===== config.mk =====
export PLATFORM = sky130hd
export DESIGN_NAME = regfile_wport_arbiter_flat
export DESIGN_NICKNAME = d
export VERILOG_FILES = /design/src/rtl/game_io_pkg.sv /design/src/rtl/regfile_wport_arbiter_if.sv /design/src/rtl/wport_fifo.sv /design/src/rtl/regfile_wport_arbiter.sv /design/src/flat_wrapper.sv
export SDC_FILE = /design/constraint.sdc
export NUM_CORES = 1
export LEC_CHECK = 0
export ABC_AREA = 1
export BUFFER_PORTS_ARGS = -buffer_cell sky130_fd_sc_hd__buf_2
export CORE_ASPECT_RATIO = 1.2
export CORE_MARGIN = 2
export CORE_UTILIZATION = 51
export CTS_CLUSTER_SIZE = 16
export DETAILED_ROUTE_END_ITERATION = 8
export PLACE_DENSITY_LB_ADDON = 0.2
export SYNTH_ARGS = -nofsm -noshare
export SYNTH_HDL_FRONTEND = slang
export SYNTH_SLANG_ARGS = --single-unit

===== constraint.sdc =====
create_clock -name clk -period 4 [get_ports clk]
set_input_delay 0.2 -clock clk [delete_from_list [all_inputs] [get_ports clk]]
set_output_delay 0.2 -clock clk [all_outputs]
set_load 0.01 [all_outputs]

===== src/rtl/game_io_pkg.sv =====
// Shared types for the game I/O write path: regfile geometry, write record and
// write-port arbiter state encoding.
package game_io_pkg;

    localparam int RF_ADDR_W = 5;
    localparam int RF_DATA_W = 32;

    localparam logic [RF_ADDR_W-1:0] SCORE_REG = 5'd30;

    typedef struct packed {
        logic [RF_ADDR_W-1:0] rd;
        logic [RF_DATA_W-1:0] data;
    } rf_wr_t;

    typedef enum logic [1:0] {
        EMPTY = 2'd0,
        PEND  = 2'd1,
        FORCE = 2'd2
    } wport_state_t;

endpackage


===== src/rtl/regfile_wport_arbiter_if.sv =====
// Bundle of CPU write-port inputs, requester handshakes and regfile write outputs
// seen by regfile_wport_arbiter (slave) and whoever drives it (master).
interface regfile_wport_arbiter_if
    import game_io_pkg::*;
#(
    parameter int NUM_REQ = 2
);
    logic                           cpu_we;
    logic [RF_ADDR_W-1:0]           cpu_rd;
    logic [RF_DATA_W-1:0]           cpu_data;
    logic [NUM_REQ-1:0]             req_valid;
    logic [RF_ADDR_W*NUM_REQ-1:0]   req_rd;
    logic [RF_DATA_W*NUM_REQ-1:0]   req_data;
    logic [NUM_REQ-1:0]             req_ready;
    logic                           rf_we;
    logic [RF_ADDR_W-1:0]           rf_rd;
    logic [RF_DATA_W-1:0]           rf_data;
    logic                           ext_write;
    logic [3:0]                     fifo_count;
    logic                           cpu_stall;

    modport master (
        output cpu_we, cpu_rd, cpu_data, req_valid, req_rd, req_data,
        input  req_ready, rf_we, rf_rd, rf_data, ext_write, fifo_count, cpu_stall
    );

    modport slave (
        input  cpu_we, cpu_rd, cpu_data, req_valid, req_rd, req_data,
        output req_ready, rf_we, rf_rd, rf_data, ext_write, fifo_count, cpu_stall
    );

endinterface


===== src/rtl/wport_fifo.sv =====
// Synchronous FIFO of regfile write records; occupancy held in its own counter so
// full and empty stay distinct when the power-of-two pointers wrap.
module wport_fifo
    import game_io_pkg::*;
#(
    parameter int DEPTH = 4
) (
    input  logic       clk,
    input  logic       reset_n,
    input  logic       push_i,
    input  rf_wr_t     din_i,
    input  logic       pop_i,
    output rf_wr_t     dout_o,
    output logic       full_o,
    output logic       empty_o,
    output logic [3:0] count_o
);
    localparam int PW = (DEPTH > 1) ? $clog2(DEPTH) : 1;

    rf_wr_t        mem_q [DEPTH];
    logic [PW-1:0] wr_ptr_q, rd_ptr_q;
    logic [3:0]    count_q;
    logic          push_ok, pop_ok;

    assign full_o  = (count_q == 4'(DEPTH));
    assign empty_o = (count_q == 4'd0);
    assign push_ok = push_i && !full_o;
    assign pop_ok  = pop_i && !empty_o;
    assign dout_o  = mem_q[rd_ptr_q];
    assign count_o = count_q;

    // Storage carries no reset; only the pointers and count define validity.
    always_ff @(posedge clk) begin
        if (push_ok) begin
            mem_q[wr_ptr_q] <= din_i;
        end
    end

    always_ff @(posedge clk) begin
        if (!reset_n) begin
            wr_ptr_q <= '0;
            rd_ptr_q <= '0;
            count_q  <= '0;
        end else begin
            if (push_ok) begin
                wr_ptr_q <= wr_ptr_q + 1'b1;
            end
            if (pop_ok) begin
                rd_ptr_q <= rd_ptr_q + 1'b1;
            end
            count_q <= count_q + 4'(push_ok) - 4'(pop_ok);
        end
    end

endmodule


===== src/rtl/regfile_wport_arbiter.sv =====
// Shares the regfile write port between the CPU and buffered game-logic requesters.
// Define WR_STARVE_STALL_EN to stall the CPU when a queued write waits too long.
module regfile_wport_arbiter
    import game_io_pkg::*;
#(
    parameter int NUM_REQ      = 2,
    parameter int FIFO_DEPTH   = 4,
    parameter int STARVE_LIMIT = 16
) (
    input  logic                   clk,
    input  logic                   reset_n,
    regfile_wport_arbiter_if.slave bus
);
    wport_state_t state_q, settle_state;
    logic [1:0]   rr_ptr_q, rr_d, win;
    logic         found, xfer, push, pop, force_drain, fifo_full, fifo_empty;
    logic [3:0]   count, count_d;
    rf_wr_t       win_wr, head;

    // Round-robin: first valid at or above rr_ptr, otherwise first valid below it.
    always_comb begin
        found  = 1'b0;
        win    = '0;
        win_wr = '0;
        for (int i = 0; i < NUM_REQ; i++) begin
            if (!found && bus.req_valid[i] && (i >= int'(rr_ptr_q))) begin
                found       = 1'b1;
                win         = 2'(i);
                win_wr.rd   = bus.req_rd[RF_ADDR_W*i +: RF_ADDR_W];
                win_wr.data = bus.req_data[RF_DATA_W*i +: RF_DATA_W];
            end
        end
        for (int i = 0; i < NUM_REQ; i++) begin
            if (!found && bus.req_valid[i] && (i < int'(rr_ptr_q))) begin
                found       = 1'b1;
                win         = 2'(i);
                win_wr.rd   = bus.req_rd[RF_ADDR_W*i +: RF_ADDR_W];
                win_wr.data = bus.req_data[RF_DATA_W*i +: RF_DATA_W];
            end
        end
    end

    assign rr_d = (int'(win) == NUM_REQ - 1) ? 2'd0 : win + 2'd1;
    assign xfer = reset_n && !fifo_full && found;
    assign push = xfer && (win_wr.rd != '0);

    always_comb begin
        bus.req_ready = '0;
        for (int i = 0; i < NUM_REQ; i++) begin
            bus.req_ready[i] = xfer && (win == 2'(i));
        end
    end

`ifdef WR_STARVE_STALL_EN
    assign force_drain = (state_q == FORCE);
`else
    assign force_drain = 1'b0;
`endif

    assign pop = reset_n && !fifo_empty && (force_drain || (state_q == PEND && !bus.cpu_we));

    // A drain always owns the port; in FORCE that also swallows the frozen CPU write.
    always_comb begin
        if (pop) begin
            bus.rf_we   = 1'b1;
            bus.rf_rd   = head.rd;
            bus.rf_data = head.data;
        end else begin
            bus.rf_we   = bus.cpu_we;
            bus.rf_rd   = bus.cpu_rd;
            bus.rf_data = bus.cpu_data;
        end
    end

    assign bus.ext_write  = pop;
    assign bus.fifo_count = count;
    assign count_d        = count + 4'(push) - 4'(pop);
    assign settle_state   = (count_d == 4'd0) ? EMPTY : PEND;

    wport_fifo #(.DEPTH(FIFO_DEPTH)) u_fifo (
        .clk     (clk),
        .reset_n (reset_n),
        .push_i  (push),
        .din_i   (win_wr),
        .pop_i   (pop),
        .dout_o  (head),
        .full_o  (fifo_full),
        .empty_o (fifo_empty),
        .count_o (count)
    );

`ifdef WR_STARVE_STALL_EN
    localparam int SW = $clog2(STARVE_LIMIT + 1);
    logic [SW-1:0] starve_q;
    logic          stall_q;

    assign bus.cpu_stall = stall_q;
`else
    localparam int starve_limit_unused = STARVE_LIMIT;

    assign bus.cpu_stall = 1'b0;
`endif

    always_ff @(posedge clk) begin
        if (!reset_n) begin
            rr_ptr_q <= '0;
            state_q  <= EMPTY;
`ifdef WR_STARVE_STALL_EN
            starve_q <= '0;
            stall_q  <= 1'b0;
`endif
        end else begin
            if (xfer) begin
                rr_ptr_q <= rr_d;
            end
`ifdef WR_STARVE_STALL_EN
            starve_q <= (state_q == PEND && !pop) ? starve_q + 1'b1 : '0;
            if (state_q == FORCE) begin
                if (pop) begin
                    stall_q <= 1'b0;
                    state_q <= settle_state;
                end
            end else if (state_q == PEND && !pop && starve_q == SW'(STARVE_LIMIT - 1)) begin
                stall_q <= 1'b1;
                state_q <= FORCE;
            end else begin
                state_q <= settle_state;
            end
`else
            state_q <= settle_state;
`endif
        end
    end

endmodule

===== src/flat_wrapper.sv =====
// flat-port wrapper written by rule: the top's interface ports become plain ports
module regfile_wport_arbiter_flat import game_io_pkg::*;
#(
    parameter int NUM_REQ      = 2,
    parameter int FIFO_DEPTH   = 4,
    parameter int STARVE_LIMIT = 16
)
  (clk, reset_n, bus_cpu_we, bus_cpu_rd, bus_cpu_data, bus_req_valid, bus_req_rd, bus_req_data, bus_req_ready, bus_rf_we, bus_rf_rd, bus_rf_data, bus_ext_write, bus_fifo_count, bus_cpu_stall);
  regfile_wport_arbiter_if #(.NUM_REQ(NUM_REQ)) bus_i ();
  input  logic clk;
  input  logic reset_n;
  input wire logic [$bits(bus_i.cpu_we)-1:0] bus_cpu_we;
  input wire logic [$bits(bus_i.cpu_rd)-1:0] bus_cpu_rd;
  input wire logic [$bits(bus_i.cpu_data)-1:0] bus_cpu_data;
  input wire logic [$bits(bus_i.req_valid)-1:0] bus_req_valid;
  input wire logic [$bits(bus_i.req_rd)-1:0] bus_req_rd;
  input wire logic [$bits(bus_i.req_data)-1:0] bus_req_data;
  output wire logic [$bits(bus_i.req_ready)-1:0] bus_req_ready;
  output wire logic [$bits(bus_i.rf_we)-1:0] bus_rf_we;
  output wire logic [$bits(bus_i.rf_rd)-1:0] bus_rf_rd;
  output wire logic [$bits(bus_i.rf_data)-1:0] bus_rf_data;
  output wire logic [$bits(bus_i.ext_write)-1:0] bus_ext_write;
  output wire logic [$bits(bus_i.fifo_count)-1:0] bus_fifo_count;
  output wire logic [$bits(bus_i.cpu_stall)-1:0] bus_cpu_stall;
  assign bus_i.cpu_we = bus_cpu_we;
  assign bus_i.cpu_rd = bus_cpu_rd;
  assign bus_i.cpu_data = bus_cpu_data;
  assign bus_i.req_valid = bus_req_valid;
  assign bus_i.req_rd = bus_req_rd;
  assign bus_i.req_data = bus_req_data;
  assign bus_req_ready = bus_i.req_ready;
  assign bus_rf_we = bus_i.rf_we;
  assign bus_rf_rd = bus_i.rf_rd;
  assign bus_rf_data = bus_i.rf_data;
  assign bus_ext_write = bus_i.ext_write;
  assign bus_fifo_count = bus_i.fifo_count;
  assign bus_cpu_stall = bus_i.cpu_stall;
  regfile_wport_arbiter #(.NUM_REQ(NUM_REQ), .FIFO_DEPTH(FIFO_DEPTH), .STARVE_LIMIT(STARVE_LIMIT)) u_core (.clk(clk), .reset_n(reset_n), .bus(bus_i));
endmodule

==> impl_results.md <==
* Height of the chip at 135 µm
* CP top delay family: simple AND/OR/NAND/NOR gates
* Number of antenna violations at the first check in global routing at 0
* Final setup skew at about 0.0073 ns
* Total wire length at 16900 µm
* Class of the tightest hold or removal check: in -> reg
* Number of distinct library cells after synthesis at 30
* Fraction of layout instances using a drive strength above 1 at between 20% and 30%
* Count of warnings emitted by yosys at 0
* Number of buffers inserted to repair setup after CTS at 0
* Number of rows in the core area at 47
* Clock sink total at 160
* Total Nets Final at ~920
* Die outline width at 113 µm
* Total clock buffers created by CTS at 17
* Max-cap violation count at 0
* Final weighted congestion in routability-driven placement at 0.735
* Area of the placeable core at 13900 µm²
* Worst-case register-to-register setup slack at around 0.96 ns
* Peak fanout along the critical path at 37
* Cell with the largest stage delay on the worst path: fa_1
* Die footprint at 15300 µm²
* CP Buf/Inv Count at 5
* Buffer type at the clock tree root: clkbuf_16
* I/O pins at 162
* Via count at between 5k and 6k
* Number of storage elements in the synthesis netlist at 160
* Share of the clock period used by the worst path at 76.1%
* Max Transition Viols Final at 0
* Final Critical Period at 3.04 ns
* Buffers from clock root to sink, at most at 2
* I/O Buffers at 160
* Global-route total usage across every layer at ~22%
* Number of hold buffers added after CTS at 0
* Endpoint of the worst-slack reg-to-reg timing path: u_core.state_q[0]$_SDFF_PN0_
* Hold Crit Depth at 3
* Arrival time reported for the critical path endpoint at 3.34 ns
* First-pass GRT wire length at 26500 µm
* Post-synthesis instance area at 7320 µm²
* Clock network latency to the later pin of the worst-skew pair at 0.41 ns
* Reg clk slew, reported paths at 0.06 ns
* Cts repair resizes at 0
* Pin count of the biggest net entering global routing at 75
* Number of global-route vias before repair at 5487
* Gate Count Post-Synth at 650
* Worst path cell trace: nand2_4, nand3_1, o21ai_2, inv_2, nand3_4, nand2_1, ha_1, inv_1, ha_1, inv_1, fa_1, nand2_1, inv_1, nor4b_1, nand2_1, o21ai_0, inv_1
* Synth Net Count at a little under 800
* Critical path startpoint category: register
* Worst r2r src: u_core.rr_ptr_q[0]$_SDFFE_PN0N_
* Maximum resistive drop on vdd at 0.303 mV
* Startpoint of the worst hold path: reset_n
* WP data required at 4.30 ns
* Routed length per instance at 17.3 µm
* Via-to-Cell Ratio at 5.58
* End of the worst hold path: u_core.u_fifo.wr_ptr_q[0]$_SDFFE_PN0P_
* Drt pass-1 iters at 5
* Total power after layout at roughly 4.5 mW
* RSZ-0062 raised after global routing: false
* Detailed Route Iter0 Violations at 351
* Antenna diodes at 0
* Setup TNS Final at 0 ns
* Number of levels in the clock H-tree at 4
* Fraction of the yosys area taken by sequential cells at 64.0%
* Most frequent CP cell: inv_1
* Number of DRC violations after detailed routing at 0
* Total power per unit cell area at 517 nW/µm²
* Remaining number of nets flagged by the antenna check after routing at 0
* Initial standard-cell utilization of the core at 52.5%
* Final HPWL from detailed placement at 10500 µm
* Measured slew at the worst slew-check pin at 1.20 ns
* Max incr delay on CP at 0.40 ns
* Total setup violations reported at the end of the flow at 0
* Number of cells traversed by the worst register-to-register path at 17
* Kind of critical path: reg -> reg
* Average cell area after synthesis at 11.3 µm²
* Highest Clock Rate at 329 MHz
* Slew Limit Headroom at 20.1%
* TritonCTS clock tree: yes
* Run status: finished, final reports clean
* Final cell utilization of the core at a little over three fifths
* Synth-to-Final Area Change at 19.5%
* Critical Path End Type: register
* Gr ovfl total at 0
* Final hold violations at 0
* Leakage Power at 3.50 nW
==> synth_stat cells <==
cell type / instances / area (µm²)
o21ai_1: 1 / 5.00
fa_1: 2 / 40.0
nor2_4: 1 / 11.3
inv_1: 27 / 101
nor2_1: 125 / 469
nor2_2: 1 / 6.26
edfxtp_1: 148 / 4440
o21ai_2: 1 / 8.76
clkbuf_1: 16 / 60.1
nor4b_1: 1 / 8.76
conb_1: 1 / 3.75
xor2_1: 1 / 8.76
o21ai_0: 40 / 200
buf_4: 4 / 30.0
buf_2: 20 / 100
nand2_2: 5 / 31.3
nand2_4: 1 / 11.3
a21oi_2: 2 / 17.5
nand3_4: 1 / 17.5
buf_6: 6 / 67.6
a211oi_1: 2 / 15.0
inv_2: 4 / 15.0
a21oi_1: 7 / 35.0
nand3_2: 5 / 50.1
a32o_1: 32 / 320
dfxtp_1: 12 / 240
nand2_1: 125 / 469
ha_1: 13 / 163
nand3_1: 9 / 45.0
o32ai_1: 37 / 324
==> per-stage QoR <==
step | hold WS (ns) | setup WS [ns] | std cells | instance area, µm²
global route | 0.111 | 0.723 | 977 | 8750
CTS | 0.101 | 0.954 | 977 | 8750
global placement | 0.439 | 0.920 | 945 | 8180
floorplan | 0.430 | 0.989 | 650 | 7320
finish | 0.113 | 0.957 | 977 | 8750
detailed placement | 0.469 | 0.681 | 945 | 8180
==> how the worst max path moves through the flow <==
stage / startpoint / end / slack [ns] / depth (start not counted)
after floorplan: u_core.u_fifo.count_o[1]$_SDFF_PN0_ / u_core.u_fifo.mem_q[0][0]$_DFFE_PP_ / 0.99 / 4
after global placement: bus_req_valid[0] / u_core.state_q[0]$_SDFF_PN0_ / 0.92 / 18
after detailed placement: bus_req_valid[0] / u_core.state_q[0]$_SDFF_PN0_ / 0.68 / 18
after CTS: u_core.rr_ptr_q[0]$_SDFFE_PN0N_ / u_core.state_q[0]$_SDFF_PN0_ / 0.95 / 17
after global routing: u_core.rr_ptr_q[0]$_SDFFE_PN0N_ / u_core.state_q[0]$_SDFF_PN0_ / 0.72 / 17
final: u_core.rr_ptr_q[0]$_SDFFE_PN0N_ / u_core.state_q[0]$_SDFF_PN0_ / 0.96 / 17
==> final cells by class <==
| cell class | count | area (µm²) |
|---|---|---|
| Fill cell | 1123 | 5190 |
| Clock inverter | 15 | 138 |
| Timing Repair Buffer | 170 | 876 |
| Clock buffer | 17 | 425 |
| Tap cell | 171 | 214 |
| Multi-Input combinational cell | 413 | 2290 |
| Inverter | 31 | 116 |
| Sequential cell | 160 | 4690 |
==> logic make-up after synthesis <==
logic type	after synthesis	share of synthesized area, %
simple gates	274	15.3
fa+ha+maj	15	2.77
buf+inv	77	5.11
compound gates	122	12.6
flops	160	64.0
other cells	1	0.0512
xor+xnor	1	0.120
==> layout by cell type, fill, tap and decap left out, types with 13 or more instances in the layout <==
cell       count
ha_1          13
nor2_1       121
o32ai_1       37
nand2_1      125
buf_2        160
edfxtp_1     148
clkbuf_16     17
inv_1         27
o21ai_0       40
a32o_1        32
==> layer usage <==
layer	global-route usage [%]	share of wire, %	vias to the layer above
met5	0	0	-
met4	6.84	1.3	0
met3	4.03	5.5	18
met2	40.7	53	198
met1	26.2	41	2624
li1	-	-	2616
==> where the power goes <==
part	leakage, nW	total, mW	switching [mW]	internal [mW]
clock	0.265	1.51	0.649	0.862
combinational	1.77	0.948	0.602	0.345
sequential	1.46	2.06	0.0557	2.00
==> worst register-to-register path: cells and delay by family, from the launching register on <==
kind	cells	cell delay [ns]
AND/OR/NAND/NOR	7	1.14
AO/OA/AOI/OAI	2	0.35
buffers and inverters	5	0.30
adder cells (fa/ha/maj)	3	0.80
flip-flops	1	0.33
==> state kept, by name, indices dropped and copies added (netlist names), named ones only <==
register and flops:
u_core.u_fifo.count_o 4, u_core.rr_ptr_q 1, u_core.u_fifo.rd_ptr_q 2, u_core.u_fifo.wr_ptr_q 2
u_core.u_fifo.mem_q 148, u_core.state_q 1
Note: power is estimated with default switching activity, not from simulation.
